## src/rtl/mips_hazard_pkg.sv

```systemverilog
// Shared definitions for the MIPS hazard/pipeline-control unit:
// forwarding mux codes, flush FSM states and the forwarding priority helper.
package mips_hazard_pkg;

  typedef enum logic [1:0] {
    FWD_REG     = 2'd0,
    FWD_ALU_MEM = 2'd1,
    FWD_LMD_MEM = 2'd2,
    FWD_WB      = 2'd3
  } fwd_sel_e;

  typedef enum logic {
    ST_IDLE  = 1'b0,
    ST_FLUSH = 1'b1
  } flush_state_e;

  // MEM always beats WB. When loads are stalled until WB, the LMD path is
  // never selected, so a MEM-stage hit is always reported as the ALU result.
  function automatic fwd_sel_e fwd_code(input logic mem_hit,
                                        input logic mem_load,
                                        input logic wb_hit,
                                        input logic no_lmd);
    fwd_sel_e code;
    if (mem_hit) begin
      if (mem_load && !no_lmd) begin
        code = FWD_LMD_MEM;
      end else begin
        code = FWD_ALU_MEM;
      end
    end else if (wb_hit) begin
      code = FWD_WB;
    end else begin
      code = FWD_REG;
    end
    return code;
  endfunction

endpackage

```

## src/rtl/pipeline_hazard_ctrl_fwd_select.sv

```systemverilog
// One EXE-operand forwarding comparator: checks a single source address
// against the MEM and WB destinations and returns the bypass mux code.
module fwd_select
  import mips_hazard_pkg::*;
#(
  parameter int ADDR_W = 5,
  parameter bit NO_LMD = 1'b0
) (
  input  logic [ADDR_W-1:0] src_addr,
  input  logic              mem_wb_wen,
  input  logic [ADDR_W-1:0] mem_regw_addr,
  input  logic              mem_mem_ren,
  input  logic              wb_wb_wen,
  input  logic [ADDR_W-1:0] wb_regw_addr,
  output logic [1:0]        sel
);

  logic mem_hit_s;
  logic wb_hit_s;

  // Register $0 is never a valid forwarding source
  always_comb begin
    mem_hit_s = mem_wb_wen && (mem_regw_addr != {ADDR_W{1'b0}}) && (mem_regw_addr == src_addr);
    wb_hit_s  = wb_wb_wen && (wb_regw_addr != {ADDR_W{1'b0}}) && (wb_regw_addr == src_addr);
    sel       = fwd_code(mem_hit_s, mem_mem_ren, wb_hit_s, NO_LMD);
  end

endmodule

```

## src/rtl/pipeline_hazard_ctrl.sv

```systemverilog
// Hazard and pipeline-control unit for the 5-stage MIPS core: operand
// forwarding, load-use stall, branch flush sequencing, memory-wait freeze,
// debug single-step and saturating event counters.
module pipeline_hazard_ctrl
  import mips_hazard_pkg::*;
#(
  parameter int ADDR_W         = 5,
  parameter int NUM_SRC        = 2,
  parameter int BRANCH_DELAY   = 3,
  parameter int LOAD_USE_STALL = 0,
  parameter int CNT_W          = 16
) (
  input  logic                      clk,
  input  logic                      rst,
  input  logic                      debug_en,
  input  logic                      debug_step,
  input  logic                      id_rs_used,
  input  logic                      id_rt_used,
  input  logic [ADDR_W-1:0]         id_addr_rs,
  input  logic [ADDR_W-1:0]         id_addr_rt,
  input  logic                      id_is_branch,
  input  logic [NUM_SRC*ADDR_W-1:0] exe_src_addr,
  input  logic                      exe_wb_wen,
  input  logic                      mem_wb_wen,
  input  logic                      wb_wb_wen,
  input  logic [ADDR_W-1:0]         exe_regw_addr,
  input  logic [ADDR_W-1:0]         mem_regw_addr,
  input  logic [ADDR_W-1:0]         wb_regw_addr,
  input  logic                      exe_mem_ren,
  input  logic                      mem_mem_ren,
  input  logic                      mem_mem_wen,
  input  logic                      dmem_ready,
  output logic [NUM_SRC*2-1:0]      fwd_sel,
  output logic                      if_en,
  output logic                      id_en,
  output logic                      exe_en,
  output logic                      mem_en,
  output logic                      wb_en,
  output logic                      if_rst,
  output logic                      id_rst,
  output logic                      exe_rst,
  output logic                      mem_rst,
  output logic                      wb_rst,
  output logic [CNT_W-1:0]          stall_count,
  output logic [CNT_W-1:0]          flush_count,
  output logic [CNT_W-1:0]          memwait_count
);

  localparam int             CW         = $clog2(BRANCH_DELAY + 1);
  localparam logic [CW-1:0]  CNT_ONE    = CW'(1);
  localparam logic [CW-1:0]  CNT_RELOAD = CW'(BRANCH_DELAY - 1);
  localparam logic [CNT_W-1:0] CNT_MAX  = {CNT_W{1'b1}};
  localparam bit             LUS_MODE   = (LOAD_USE_STALL != 0);

  // A used, nonzero source matching the destination of a register-writing load
  function automatic logic src_match(input logic              used,
                                     input logic [ADDR_W-1:0] src,
                                     input logic              is_load,
                                     input logic [ADDR_W-1:0] dst);
    return used && (src != {ADDR_W{1'b0}}) && is_load && (src == dst);
  endfunction

  function automatic logic [CNT_W-1:0] sat_inc(input logic [CNT_W-1:0] v, input logic ev);
    logic [CNT_W-1:0] r;
    if (ev && (v != CNT_MAX)) begin
      r = v + CNT_W'(1);
    end else begin
      r = v;
    end
    return r;
  endfunction

  logic                 rst_hold_q, rst_hold_d;
  logic                 step_prev_q, step_prev_d;
  flush_state_e         state_q, state_d;
  logic [CW-1:0]        cnt_q, cnt_d;
  logic [CNT_W-1:0]     stall_cnt_q, stall_cnt_d;
  logic [CNT_W-1:0]     flush_cnt_q, flush_cnt_d;
  logic [CNT_W-1:0]     mw_cnt_q, mw_cnt_d;

  logic [NUM_SRC*2-1:0] fwd_raw_s;
  logic                 hold_s, memwait_s, load_use_s, flush_req_s;
  logic                 act_freeze_s, act_memwait_s, act_stall_s, act_flush_s;
  logic [4:0]           en_s, rst_s;

  for (genvar i = 0; i < NUM_SRC; i++) begin : g_fwd
    fwd_select #(
      .ADDR_W (ADDR_W),
      .NO_LMD (LUS_MODE)
    ) u_fwd (
      .src_addr      (exe_src_addr[i*ADDR_W +: ADDR_W]),
      .mem_wb_wen    (mem_wb_wen),
      .mem_regw_addr (mem_regw_addr),
      .mem_mem_ren   (mem_mem_ren),
      .wb_wb_wen     (wb_wb_wen),
      .wb_regw_addr  (wb_regw_addr),
      .sel           (fwd_raw_s[i*2 +: 2])
    );
  end

  // Detect candidate actions and pick the single highest-priority winner
  always_comb begin
    hold_s      = debug_en && !(debug_step && !step_prev_q);
    memwait_s   = (mem_mem_ren || mem_mem_wen) && !dmem_ready;
    load_use_s  = src_match(id_rs_used, id_addr_rs, exe_mem_ren && exe_wb_wen, exe_regw_addr)
               || src_match(id_rt_used, id_addr_rt, exe_mem_ren && exe_wb_wen, exe_regw_addr)
               || (LUS_MODE && src_match(id_rs_used, id_addr_rs, mem_mem_ren && mem_wb_wen, mem_regw_addr))
               || (LUS_MODE && src_match(id_rt_used, id_addr_rt, mem_mem_ren && mem_wb_wen, mem_regw_addr));
    flush_req_s = (state_q == ST_FLUSH) || id_is_branch;

    act_freeze_s  = 1'b0;
    act_memwait_s = 1'b0;
    act_stall_s   = 1'b0;
    act_flush_s   = 1'b0;
    if (rst_hold_q) begin
      act_freeze_s = 1'b0;
    end else if (hold_s) begin
      act_freeze_s = 1'b1;
    end else if (memwait_s) begin
      act_freeze_s  = 1'b1;
      act_memwait_s = 1'b1;
    end else if (load_use_s) begin
      act_stall_s = 1'b1;
    end else if (flush_req_s) begin
      act_flush_s = 1'b1;
    end else begin
      act_flush_s = 1'b0;
    end
  end

  // Stage enables/resets and forwarding; held at reset values until the first edge after release
  always_comb begin
    en_s    = 5'b11111;
    rst_s   = 5'b00000;
    fwd_sel = {(NUM_SRC*2){1'b0}};
    if (rst_hold_q) begin
      rst_s = 5'b11111;
    end else begin
      fwd_sel = fwd_raw_s;
      if (act_freeze_s) begin
        en_s = 5'b00000;
      end else if (act_stall_s) begin
        en_s  = 5'b00111;
        rst_s = 5'b00100;
      end else if (act_flush_s) begin
        rst_s = 5'b01000;
      end else begin
        rst_s = 5'b00000;
      end
    end
  end

  assign {if_en, id_en, exe_en, mem_en, wb_en}      = en_s;
  assign {if_rst, id_rst, exe_rst, mem_rst, wb_rst} = rst_s;

  // Flush sequencer: only moves in cycles where the flush action wins
  always_comb begin
    state_d = state_q;
    cnt_d   = cnt_q;
    if (act_flush_s) begin
      case (state_q)
        ST_IDLE: begin
          if (BRANCH_DELAY > 1) begin
            state_d = ST_FLUSH;
            cnt_d   = CNT_RELOAD;
          end else begin
            state_d = ST_IDLE;
          end
        end
        ST_FLUSH: begin
          if (cnt_q <= CNT_ONE) begin
            state_d = ST_IDLE;
            cnt_d   = {CW{1'b0}};
          end else begin
            cnt_d = cnt_q - CNT_ONE;
          end
        end
        default: begin
          state_d = ST_IDLE;
          cnt_d   = {CW{1'b0}};
        end
      endcase
    end else begin
      state_d = state_q;
    end
  end

  // Counter increments and step-edge history
  always_comb begin
    stall_cnt_d = sat_inc(stall_cnt_q, act_stall_s);
    flush_cnt_d = sat_inc(flush_cnt_q, act_flush_s);
    mw_cnt_d    = sat_inc(mw_cnt_q, act_memwait_s);
    step_prev_d = debug_step;
    rst_hold_d  = 1'b0;
  end

  // State registers with asynchronous reset
  always_ff @(posedge clk or posedge rst) begin
    if (rst) begin
      rst_hold_q  <= 1'b1;
      step_prev_q <= 1'b0;
      state_q     <= ST_IDLE;
      cnt_q       <= {CW{1'b0}};
      stall_cnt_q <= {CNT_W{1'b0}};
      flush_cnt_q <= {CNT_W{1'b0}};
      mw_cnt_q    <= {CNT_W{1'b0}};
    end else begin
      rst_hold_q  <= rst_hold_d;
      step_prev_q <= step_prev_d;
      state_q     <= state_d;
      cnt_q       <= cnt_d;
      stall_cnt_q <= stall_cnt_d;
      flush_cnt_q <= flush_cnt_d;
      mw_cnt_q    <= mw_cnt_d;
    end
  end

  assign stall_count   = stall_cnt_q;
  assign flush_count   = flush_cnt_q;
  assign memwait_count = mw_cnt_q;

endmodule

```

## config.mk

```make
export PLATFORM = sky130hd
export DESIGN_NAME = pipeline_hazard_ctrl
export DESIGN_NICKNAME = d
export VERILOG_FILES = /design/src/rtl/mips_hazard_pkg.sv /design/src/rtl/pipeline_hazard_ctrl_fwd_select.sv /design/src/rtl/pipeline_hazard_ctrl.sv
export SDC_FILE = /design/constraint.sdc
export NUM_CORES = 1
export LEC_CHECK = 0
export ABC_CLOCK_PERIOD_IN_PS = 5600
export CAP_MARGIN = 20
export CORE_UTILIZATION = 43
export DETAILED_ROUTE_END_ITERATION = 8
export GPL_ROUTABILITY_DRIVEN = 0
export MAX_ROUTING_LAYER = met4
export PLACE_DENSITY = 0.89
export SYNTH_ARGS = -nofsm -noshare
export SYNTH_HDL_FRONTEND = slang
export SYNTH_SLANG_ARGS = --single-unit
```

## constraint.sdc

```tcl
create_clock -name clk -period 5.6 [get_ports clk]
set_input_delay 1.12 -clock clk [delete_from_list [all_inputs] [get_ports clk]]
set_output_delay 1.12 -clock clk [all_outputs]
set_load 0.05 [all_outputs]
```

-- After elaboration in Yosys (flattened, before gate mapping)
Cells that the tools add are included.
- add/sub/neg operators: 4
- multiply operators: 0
- div/mod/pow operators: 0
- order comparisons: 1
- eq/ne operators: 9
- shift operators: 0
- multiplexer cells: 31
- bitwise operators: 1
- reductions and logical operators: 29
- operator list (kind ; count):
    $add A16 B1 Y16 const B ; 3
    $ne A16 B16 Y1 const B ; 3
    $eq A5 B5 Y1 ; 6
    $mux W5 ; 4
    $reduce_bool A5 Y1 ; 4
    $logic_and A1 B1 Y1 ; 19
    $mux W4 ; 4
    $mux W1 ; 15
    $mux W2 ; 6
    $pmux W2 S2 ; 1
    $logic_not A1 Y1 ; 3
    $logic_or A1 B1 Y1 ; 3
    $le A2 B1 Y1 const B ; 1
    $pmux W1 S2 ; 1
    $sub A2 B1 Y2 const B ; 1
    $not A1 Y1 ; 1
- flip-flop bits (word level): 53
- latch bits: 0
- RAM bits: 0
- bits in read-only memories: 0
- output and inout port bits: 62
- logic and storage cells: 82
- memories: 0

-- Depth between registers and ports, before layout
Gate-level depths: netlist of run 1.
- word-level depth: 13
- mapped depth: 8
- mapped depth without buffers: 7

-- Modules after synthesis
From an unflattened synthesis of run 1, not the netlist that was laid out.
- cell total of the unflattened synthesis: 317
- area total of the unflattened synthesis: 3141.8 µm²
- modules (own cells, without submodules) (module ; times used ; cells an instance ; area an instance (µm²) ; sequential area each (µm²)):
    pipeline_hazard_ctrl ; 1 ; 271 ; 2813.9 ; 1327.5
    fwd_select ; 2 ; 23 ; 163.9 ; 0.0

-- Worst setup path before layout of run 1
No wires, ideal clock.
- kind: input to output
- start: input exe_regw_addr[4]
- end: output exe_rst
- arrival: 2.988 ns
- slack: 1.492 ns
- stages on the path: 5
- path buffers: 0
- cells stage by stage: or2_2 -> o21ai_0 -> and4_1 -> nor2_1 -> o21ai_0
- cells in the longest elaborated chain, start to end: 10
- RTL lines (item ; line ; text):
    from (decl) ; pipeline_hazard_ctrl.sv:26 ; input logic [ADDR_W-1:0] exe_regw_addr,
    $eq A5 B5 Y1 ; pipeline_hazard_ctrl.sv:60 ; return used && (src != {ADDR_W{1'b0}}) && is_load && (src == dst);
    $logic_and A1 B1 Y1 ; pipeline_hazard_ctrl.sv:60 ;
    $logic_or A1 B1 Y1 * ; pipeline_hazard_ctrl.sv:106 ; || src_match(id_rt_used, id_addr_rt, exe_mem_ren && exe_wb_wen, exe_regw_addr)
    $mux W1 * ; pipeline_hazard_ctrl.sv:122 ; end else if (load_use_s) begin
    $mux W1 * ; pipeline_hazard_ctrl.sv:119 ; end else if (memwait_s) begin
    $mux W1 * ; pipeline_hazard_ctrl.sv:117 ; end else if (hold_s) begin
    $mux W1 * ; pipeline_hazard_ctrl.sv:115 ; if (rst_hold_q) begin
    $mux W4 * ; pipeline_hazard_ctrl.sv:142 ; end else if (act_stall_s) begin
    $mux W4 * ; pipeline_hazard_ctrl.sv:140 ; if (act_freeze_s) begin
    $mux W5 * ; pipeline_hazard_ctrl.sv:136 ; if (rst_hold_q) begin
    to (decl) ; pipeline_hazard_ctrl.sv:41 ; output logic exe_rst,
Every way passes the cells marked *; elsewhere a longest branch is shown, timed or not.

-- Worst setup path after layout of run 1
- start: input mem_regw_addr[0]
- end: output fwd_sel[3]
- cells in the longest elaborated chain, start to end: 5
- RTL lines (item ; line ; text):
    from (decl) ; pipeline_hazard_ctrl.sv:27 ; input logic [ADDR_W-1:0] mem_regw_addr,
    $reduce_bool A5 Y1 ; pipeline_hazard_ctrl_fwd_select.sv:23 ; mem_hit_s = mem_wb_wen && (mem_regw_addr != {ADDR_W{1'b0}}) && (mem_regw_addr == src_addr);
    $logic_and A1 B1 Y1 ; pipeline_hazard_ctrl_fwd_select.sv:23 ;
    $logic_and A1 B1 Y1 * ; pipeline_hazard_ctrl_fwd_select.sv:23 ;
    $mux W2 * ; mips_hazard_pkg.sv:24 ; if (mem_hit) begin
    $mux W4 * ; pipeline_hazard_ctrl.sv:136 ;
    to (decl) ; pipeline_hazard_ctrl.sv:33 ; output logic [NUM_SRC*2-1:0] fwd_sel,
Marked as above.

==> results of run 1 <==
## logic make-up after synthesis
group	synth area share, %
buf+inv	2.66
fa+ha+maj	1.25
compound gates	5.11
mux	2.16
simple gates	23.9
other cells	0.125
xor+xnor	20.7
flops	44.1
## layer usage
metal / vias to the layer above / global-route usage, % / wire (µm)
met5: - / - / 0
met4: 0 / 4.39 / 46
met3: 4 / 3.66 / 390
met2: 79 / 34.7 / 3630
met1: 1268 / 24.8 / 3200
li1: 1303 / - / -
## worst max-delay path, stage by stage
cell	delay (ps)
clkdlybuf4s50_1	470
or4_1	520
o21ai_0	250
nor4_1	140
nor4_1	410
a21oi_1	90
nor2_1	100
clkdlybuf4s50_1	800
## cell usage in the layout (no fill, tap or decap), types with 7 or more instances in the layout
master,n
nor4_1,7
nor2_1,25
inv_1,8
dfrtp_1,52
xnor2_1,38
clkdlybuf4s50_1,110
nand2_1,27
nand3_1,27
xor2_1,33
nand4_1,8
o21ai_0,7
nor3_1,12
## layout make-up
cell class	instances	area [µm²]	area share [%]
multi-input cells	242	1600	37.3
flip-flops and latches	53	1330	30.9
repair buffers	111	1120	26.1
well taps	96	120	2.80
clock buffers	6	72.6	1.69
inverters	9	33.8	0.787
clock inverters	2	15.0	0.350
## final timing paths
| check | from | end | cells after the start |
|---|---|---|---|
| worst max-delay path | mem_regw_addr[0] | fwd_sel[3] | 8 |
| worst min-delay path | memwait_count[8] | memwait_count[8] | 1 |
| worst max register to register | memwait_count[0] | memwait_count[13] | 7 |
| worst min register to register | memwait_count[8] | memwait_count[8] | 1 |
| max in group asynchronous | rst | rst_hold_q | 3 |
| min in group asynchronous | rst | memwait_count[4] | 2 |
## stage by stage
stage | hold slack [ps] | setup slack, ps | std cells | cell area (µm²) | total power (µW)
2_1_floorplan | 454 | 1490 | 311 | 3010 | 732
3_3_place_gp | 474 | 732 | 510 | 4180 | 874
3_5_place_dp | 479 | 623 | 510 | 4180 | 886
4_1_cts | 495 | 615 | 518 | 4270 | 1100
5_1_grt | 507 | 453 | 519 | 4290 | 1140
6_report | 491 | 582 | 519 | 4290 | 1090
## state kept, by name (all words and copies together) (netlist names)
signal and count:
flush_count 16, rst_hold_q 1, stall_count 16, state_q 1, cnt_q 2, memwait_count 16
step_prev_q 1
## power by group through the flow
stage | clock network, µW | logic, µW | registers (µW)
finish | 210 | 392 | 488
global route | 233 | 415 | 495
CTS | 219 | 392 | 488
detailed placement | 0 | 391 | 495
global placement | 0 | 383 | 492
floorplan | 0 | 126 | 607
==> flow_summary.toml, run 1 <==
[cells_and_area]
final_layout_size_suffix_gt1_share_pct = 4.73
diodes = 0
fin_nets = 474
area_delta_synth_final_pct = 42.6
n_fill_cell = 576
utilization_pct = 63.2

[yosys]
syn-cell-area_mm2 = 0.00301
synth_common_cells = "dfrtp_1, xnor2_1, xor2_1"
synthFlopType = "dfrtp_1"
synth_top_area_cell = "dfrtp_1"
seq_area_frac_synth_pct = 44.1
synth.avg_cell_area_um2 = 9.68
synthCells = 311
synth_edf_count = 0
ys_ff_latch = 53
syn-num-nets = 363
synth_cell_types = 45
synthArstFlopShare_pct = 100
synth_warnings = 0
ys_top_cells_by_area = "dfrtp_1, xnor2_1, xor2_1"
synth_most_common_cell = "dfrtp_1"
synth_top_area_share_pct = 43.2

[power]
intPower_uw = 673
p_leak_uw = 0.00178
power.density_mw_per_mm2 = 254
power.switching_uw = 417
swShare_pct = 38.2
max-vdd-ir-drop_v = 0.000123
p_seq_share_pct = 44.8
power_frac_clock_pct = 19.3
comb_power_share_pct = 36.0

[clock_network]
clk_pin_slew_ps = 90
cts_tree = "built"
cts_buffers = 5
ctsHoldBuffers = 0
cts.path.max_buffers = 2
postCtsResizedCells = 0
insertion_delay_ps = 300
cts_setup_buffers = 0
cts.sinks = 53
cts_htree_levels = 2
cts-root-buf = "clkbuf_8"

[sta]
maxSlewViolCount = 0
clock.fmax_mhz = 199
fin_setup_tns_ps = 0
min_period_ps = 5020
tightest_slew_ps = 805
setup_viol = 0
fin_skew_ps = 9.93
fin_crit_sh_pct = 89.6
slew-limit-headroom_pct = 45.9
rsz0062_at_grt = "no"
hold_viol_final = 0

[routing]
drt_first_iter_violations = 120
ant_nets = 0
via_count = 2654
vias_per_cell = 5.11
avgRoutedWirePerCell_um = 14.0
dr.pass1.iters = 4
drt_wl_total_mm = 7.26
drc = 0

[floorplanning]
pin_count = 111
start_util_pct = 44.3
die_width_um = 85.7
core_mm2 = 0.00679
die_area_mm2 = 0.00734
die_h_um = 85.7
rows = 30

[global_routing]
antenna_found_initial = 0
grt.overflow.total = 0
grt_pass1_wl_mm = 11.6
grt_max_degree = 54
first_global_vias = 2553
grt_usage_pct = 20.1

[place]
dp_hpwl_mm = 5.64
io_buffers = 110

[setup_path]
critPathLaunchType = "primary input"
rrSetupSlack_ps = 3380
crit_path_max_fanout = 3
crit_type = "in2out"
critPathCaptureType = "output pin"
cp.required_ps = 4480
arrival_ps = 3900

[job]
cap_viol_max_count = 0

[worst_hold_path]
min_path_type = "reg2reg"

[status]
status = "completed"
Note: power is estimated with default switching activity, not from simulation.
==> inputs of run 2 (changes only) <==
- REMOVE_ABC_BUFFERS: default -> 1
==> flow_summary.toml, run 2 (synthesis gave the netlist of run 1 again) <==
[routing]
ant_nets = 0
top_layer = "met4"
dr.pass1.iters = 4
drt_first_iter_violations = 77
via_count = 2649
avgRoutedWirePerCell_um = 14.0
drt_wl_total_mm = 7.26
drc = 0
vias_per_cell = 5.10
drt-met1-wl_mm = 3.03
wl_met2_mm = 3.67
met3_wirelength_um = 473

[cells_and_area]
final_layout_size_suffix_gt1_share_pct = 4.73
diodes = 0
fin_area_mm2 = 0.00429
utilization_pct = 63.1
fin_nets = 474
area_delta_synth_final_pct = 42.6
final_cell_mix = "clkdlybuf4s50_1, dfrtp_1, xnor2_1"
final_common_cell = "clkdlybuf4s50_1"

[floorplanning]
die_h_um = 85.7
pin_count = 111
rows = 30
start_util_pct = 44.3
die_width_um = 85.7
core_mm2 = 0.00679
die_area_mm2 = 0.00734

[setup_path]
crit_path_max_fanout = 3
r2r_cells = 7
critPathLaunchType = "primary input"
critPathCaptureType = "output pin"
crit_type = "in2out"
reg2reg_from = "memwait_count[0]"
cp.required_ps = 4480
max_stage_delay_ps = 800
crit_chain = "clkdlybuf4s50_1 > or4_1 > o21ai_0 > nor4_1 > nor4_1 > a21oi_1 > nor2_1 > clkdlybuf4s50_1"
arrival_ps = 3870
crit_slowest_cell = "clkdlybuf4s50_1"
setup.worst_path.start = "mem_regw_addr[0]"

[place]
dp_hpwl_mm = 5.66
io_buffers = 110
placed_area_mm2 = 0.00418

[clock_network]
cts_htree_levels = 2
postCtsResizedCells = 0
cts.sinks = 53
cts_setup_buffers = 0
cts_buffers = 5
clk_pin_slew_ps = 80
cts-root-buf = "clkbuf_8"
ctsHoldBuffers = 0
cts_tree = "built"
insertion_delay_ps = 300
cts.path.max_buffers = 2

[global_routing]
grt_pass1_wl_mm = 11.9
grt.overflow.total = 0
grt_max_degree = 54
first_global_vias = 2562
antenna_found_initial = 0
grt_usage_pct = 21.1

[sta]
clock.fmax_mhz = 201
hold_slack_ps = 493
fin_setup_tns_ps = 0
setup_viol = 0
tightest_slew_ps = 844
slew-limit-headroom_pct = 43.3
fin_skew_ps = 13.1
min_period_ps = 4990
fin_crit_sh_pct = 89.1
hold_viol_final = 0
maxSlewViolCount = 0
rsz0062_at_grt = "no"

[worst_hold_path]
holdPathStages = 1
min_path_type = "reg2reg"
worstHoldStart = "flush_count[10]"

[power]
max-vdd-ir-drop_v = 0.000180
power.density_mw_per_mm2 = 255
p_leak_uw = 0.00179

[status]
status = "completed"

[job]
cap_viol_max_count = 0
## run 2: cell types whose count changed in the layout (fill, tap and decap cells not counted)
cell        previous run  this run
inv_6                  0         1
clkinvlp_4             2         0
clkinv_2               0         1
## run 2: power breakdown
group | internal [µW] | leakage, µW | switching [µW] | total [µW]
clock network | 89.4 | 0.0000456 | 124 | 213
registers | 429 | 0.000699 | 61.5 | 490
logic | 155 | 0.00104 | 236 | 392
## run 2: metal layers
metal | GRT usage, % | vias up
li1 | - | 1297
met1 | 25.4 | 1257
met2 | 35.9 | 86
met3 | 4.91 | 9
met4 | 5.15 | 0
met5 | - | -
## run 2: critical path: cells and delay by family
| family | cells | cell delay [ps] |
|---|---|---|
| buf+inv | 2 | 1270 |
| simple gates | 4 | 1170 |
| compound gates | 2 | 290 |
## run 2: final cells by class
type / instances / area [µm²]
timing repair buffer: 111 / 1120
multi-input combinational: 242 / 1600
inverter: 9 / 33.8
sequential: 53 / 1330
tap: 96 / 120
clock inverter: 2 / 13.8
clock buffer: 6 / 72.6
fill: 569 / 2500
## run 2: final timing paths
kind / endpoint / slack [ps]
min: flush_count[10] / 490
max in group asynchronous: rst_hold_q / 3930
min reg2reg: flush_count[10] / 490
min in group asynchronous: memwait_count[4] / 1090
max: fwd_sel[2] / 610
max reg2reg: memwait_count[7] / 3360
## run 2: stage by stage
step | std cells | setup WS [ps] | power [µW]
detailed placement | 510 | 601 | 888
global placement | 510 | 711 | 874
finish | 519 | 613 | 1100
floorplan | 304 | 1190 | 728
global route | 519 | 454 | 1160
CTS | 518 | 596 | 1100
==> inputs of run 3 (changes only) <==
- GPL_ROUTABILITY_DRIVEN: 0 -> default
==> results of run 3 <==
The final DEF is identical to that of run 2; final timing and power are the same.
==> patch 1 (settings of run 3) <==
The parameter `LOAD_USE_STALL` goes from 0 to 1.
--- a/src/rtl/pipeline_hazard_ctrl.sv
+++ b/src/rtl/pipeline_hazard_ctrl.sv
@@ -9,3 +9,3 @@
   parameter int BRANCH_DELAY   = 3,
-  parameter int LOAD_USE_STALL = 0,
+  parameter int LOAD_USE_STALL = 1,
   parameter int CNT_W          = 16
Check against the original RTL: not equivalent (a bounded check fails within 4 cycles, from zero or initial values and one cycle with rst high).
==> patch 1 against run 3 <==
  * Synthesized area increased by 4.2%
  * Design area rose by 2.3%
  * Cell count shrank 1.3%
  * Setup slack better by 110 ps
  * Routed wire length about the same
  * Sequential cell count unchanged
  * Highest routed layer unchanged
  * Largest power group unchanged
  * Total power increased by 3.0%
==> patch 1: results (changes against run 3) <==
clock slew at reported path FFs = 100 ps (+20 ps)
Layout clock area frac = 2.252% (+0.24 points)
inverter count = 2 (-7)
DR iter-0 viols = 70 (-9.1%)
Post-synth top cells = xnor2_1 (53), dfrtp_1 (52), xor2_1 (32)
Via Count = 2685 (+1.4%)
H-tree depth = 2 (unchanged)
Mapped Cells = 313 (+0.64%)
VDD IR max = 311.5 uV (+73%)
#MultiIn Comb = 241 (-0.41%)
DRT met1 WL = 3.153 mm (+4.1%)
multi-input logic area = 1704 um2 (+6.4%)
layout cells sized above 1 = 6.010% (+1.3 points)
ys async rst share = 100.0% (unchanged)
via/cell ratio = 5.244 (+2.7%)
Post-CTS Hold Buffers = 0 (unchanged)
synth unique cells = 46 (+2.2%)
largest net degree at the start of global routing = 42 (-22%)
# nets final = 467 (-1.5%)
register area share after synthesis = 42.32% (-1.8 points)
met1 Use GR = 24.19% (-1.2 points)
GP Congestion = 0.8462 (+6.8%)
CP max FO = 5 (+2)
final WL = 7.263 mm (about the same)
Layout non-clock buf frac = 25.77% (-0.36 points)
Sw Ratio = 38.19% (-0.34 points)
routed wire length on met3 = 333 um (-30%)
GR Util met3 = 3.981% (-0.93 points)
Signal buffers = 112 (+0.90%)
DP Worst Slack = 742.6 ps (+141.5 ps)
Area contributors post-synth = dfrtp_1 (41%), xnor2_1 (15%), xor2_1 (8.9%), nand4_1 (4.6%), nand3_1 (3.5%)
Clock Skew = 10.78 ps (-2.296 ps)
leakage = 1.774 nW (-0.68%)
placed cell areas = 4290 um2 (+2.5%)
metal2 WL = 3.712 mm (+1.1%)
Max Used Layer = met4
Core Region = 6907 um2 (+1.7%)
# diodes = 0 (unchanged)
status = finished clean
layout filler cell count = 558 (-1.9%)
design area = 4389 um2 (+2.3%)
first-pass GRT wire length = 12.01 mm (+1.2%)
met2 usage = 34.38% (-1.6 points)
Worst slew margin = 57.73% (+14 points)
Cells after DPL = 504 (-1.2%)
arrival time worst endpoint = 3750 ps (-120 ps)
Seq area share = 30.25% (-0.70 points)
GRT Resource Usage Total = 20.20% (-0.88 points)
final HPWL from detailed placement = 5.679 mm (+0.26%)
## patch 1: cell count changes in the layout (fill, tap and decap cells not counted), moves of 3 or more
cell | before | now
nand2_1 | 27 | 14
xnor2_1 | 38 | 53
clkdlybuf4s50_1 | 110 | 106
or3_1 | 5 | 0
and2_1 | 2 | 5
nor3_1 | 12 | 4
inv_1 | 8 | 1
buf_4 | 0 | 4
nand4_1 | 8 | 23
nand3_1 | 27 | 22
or4_1 | 3 | 7
a21oi_1 | 5 | 1
and3_1 | 5 | 17
nor2_1 | 25 | 12
## patch 1: final timing paths
path | startpoint | end | slack, ps | depth (start not counted)
setup / recovery | mem_regw_addr[0] | fwd_sel[1] | 730 | 6
hold / removal | memwait_count[7] | memwait_count[7] | 490 | 1
setup reg to reg | flush_count[0] | flush_count[9] | 3230 | 7
hold reg to reg | memwait_count[7] | memwait_count[7] | 490 | 1
max in group asynchronous | rst | rst_hold_q | 3940 | 3
min in group asynchronous | rst | memwait_count[6] | 1080 | 2
## patch 1: cell families after synthesis
family          after synthesis  share of synthesized area [%]
simple gates                124                          22.34
xor+xnor                     85                          23.73
flops                        53                          42.32
compound gates               24                          5.505
buf+inv                      19                          3.350
mux                           4                          1.436
fa+ha+maj                     3                          1.197
other cells                   1                         0.1196
## patch 1: power by group through the flow
| stage | combinational (mW) | clock (mW) | sequential [mW] |
|---|---|---|---|
| finish | 0.406 | 0.235 | 0.488 |
| global route | 0.431 | 0.260 | 0.498 |
| CTS | 0.408 | 0.245 | 0.487 |
| detailed placement | 0.407 | 0 | 0.492 |
| global placement | 0.396 | 0 | 0.491 |
| floorplan | 0.121 | 0 | 0.615 |
## patch 1: critical path, stage by stage
cell and delay [ps]:
clkdlybuf4s50_1 530, or4_1 580, o21ai_0 260, or4_1 200
nor3b_1 220, clkdlybuf4s50_1 840
==> patch 2 (settings of run 3) <==
Without the edit above. Make the reset (`rst`) synchronous in one clocked block. Comments in the files are not updated.
--- a/src/rtl/pipeline_hazard_ctrl.sv
+++ b/src/rtl/pipeline_hazard_ctrl.sv
@@ -197,3 +197,3 @@
   // State registers with asynchronous reset
-  always_ff @(posedge clk or posedge rst) begin
+  always_ff @(posedge clk) begin
     if (rst) begin
Function: differs if rst is asserted again (counterexample within 4 cycles, from zero or initial values and one cycle with rst high); with rst held inactive, the same outputs for 10 cycles.
==> patch 2 against run 3 <==
  * Count of clock-buffer cells in the layout rose by 1
  * Maximum frequency is 2.8% lower
  * Synthesized area is 4.3% higher
  * Setup slack got worse by 140 ps
  * Critical endpoint unchanged
  * Die area up 4.2%
  * Routed wire length increased by 11%
  * Worst hold slack better by 5.2 ps
  * First-iteration DRC count increased by 66%
  * Design area grew 2.2%
  * Sequential cell count unchanged
  * Largest cell class unchanged
Power is not compared: it rests on default switching activity, and its combinational part moved more than twofold at a synthesized area within 25%.
==> patch 2: results (changes against run 3) <==
GRT Resource Usage Total = 22.49% (+1.4 points)
leakage = 1.441 nW
status = finished clean
DR iter-0 viols = 128 (+66%)
Worst slew margin = 43.20% (-0.077 points)
final HPWL from detailed placement = 6.205 mm (+9.6%)
Via Count = 3093 (+17%)
hold depth = 2 (+1)
GP Congestion = 0.8539 (+7.8%)
area of the die = 7643 um2 (+4.2%)
Synthesis Warnings = 0 (unchanged)
Area contributors post-synth = dfxtp_1 (34%), xor2_1 (6.4%), xnor2_1 (6.1%), nor2_1 (5.6%), a21oi_1 (3.8%)
largest net degree at the start of global routing = 65 (+20%)
worst reg2reg path depth = 7 (unchanged)
# diodes = 0 (unchanged)
ys async rst share = 0% (-100 points)
layout cells sized above 1 = 6.418% (+1.7 points)
DR pass1 iterations = 4 (unchanged)
arrival time worst endpoint = 4010 ps (+140 ps)
VDD IR max = 97.13 uV
synth unique cells = 46 (+2.2%)
Clock Skew = 4.074 ps (-9.005 ps)
# nets final = 534 (+13%)
first-pass GRT wire length = 13.41 mm (+13%)
layout filler cell count = 623 (+9.5%)
final WL = 8.039 mm (+11%)
Post-synth top cells = dfxtp_1 (53), nor2_1 (47), a21oi_1 (24)
placed cell areas = 4282 um2 (+2.3%)
register area share after synthesis = 33.81% (-10 points)
DP Worst Slack = 535.0 ps (-66.17 ps)
number of global-route vias before repair = 3010 (+17%)
==> patch 2: cell types whose count changed after synthesis, moves of 6 or more <==
cell      change
xor2_1       -10
a21oi_1      +19
dfrtp_1      -52
o31ai_1      +11
xnor2_1      -16
nor2_1       +22
nor2b_1      +12
nand3_1       -6
nand4_1       +7
dfxtp_1      +53
or4_1        +10
clkbuf_1     +10
==> patch 2: per-stage QoR <==
step,total power [mW],instances
2_1_floorplan,0.4531,362
3_3_place_gp,0.5197,571
3_5_place_dp,0.5239,571
4_1_cts,0.7533,579
5_1_grt,0.7810,579
6_report,0.7486,579
==> patch 2: layout make-up <==
cell class	count	area, um2	area share, %
clock buffer	7	96.34	2.198
multi-input combinational	303	1959	44.70
clock inverter	1	5.005	0.1142
tap	96	120.1	2.741
timing repair buffer	113	1119	25.52
sequential	53	1061	24.21
inverter	6	22.52	0.5138
==> patch 2: cells by family (layout without fill, tap and decap cells) <==
family	after synthesis	in the layout	share of synthesized area [%]
buffers and inverters	24	127	3.748
flip-flops	53	53	33.81
XOR/XNOR	45	45	12.56
multiplexers	14	14	4.865
AO/OA/AOI/OAI	60	60	12.84
AND/OR/NAND/NOR	181	181	30.98
adder cells (fa/ha/maj)	3	3	1.196
==> patch 2: power by group <==
group | internal (mW) | leakage [nW] | switching, mW
clock network | 0.112 | 0.0542 | 0.122
registers | 0.380 | 0.428 | 0.00399
logic | 0.0625 | 0.959 | 0.0691
==> patch 2: worst min-delay path, stage by stage (launching register included) <==
cell and delay (ps):
dfxtp_1 340, o31ai_1 70, a21oi_1 50
==> patch 2: final timing paths <==
check                        start              end  slack (ps)
setup / recovery  mem_regw_addr[0]       fwd_sel[2]         470
hold / removal     flush_count[11]  flush_count[11]         500
setup reg to reg    stall_count[0]  stall_count[15]        3200
hold reg to reg    flush_count[11]  flush_count[11]         500
==> patch 2: per-layer routing <==
layer  routed length [um]  vias up  part of all wire [%]  GRT usage, %
met3                  453       15                   5.6         5.308
met5                    0        -                     0             -
met2                 3993       80                    50         38.85
met1                 3455     1429                    43         25.86
met4                  137        0                   1.7         6.557
li1                     -     1569                     -             -
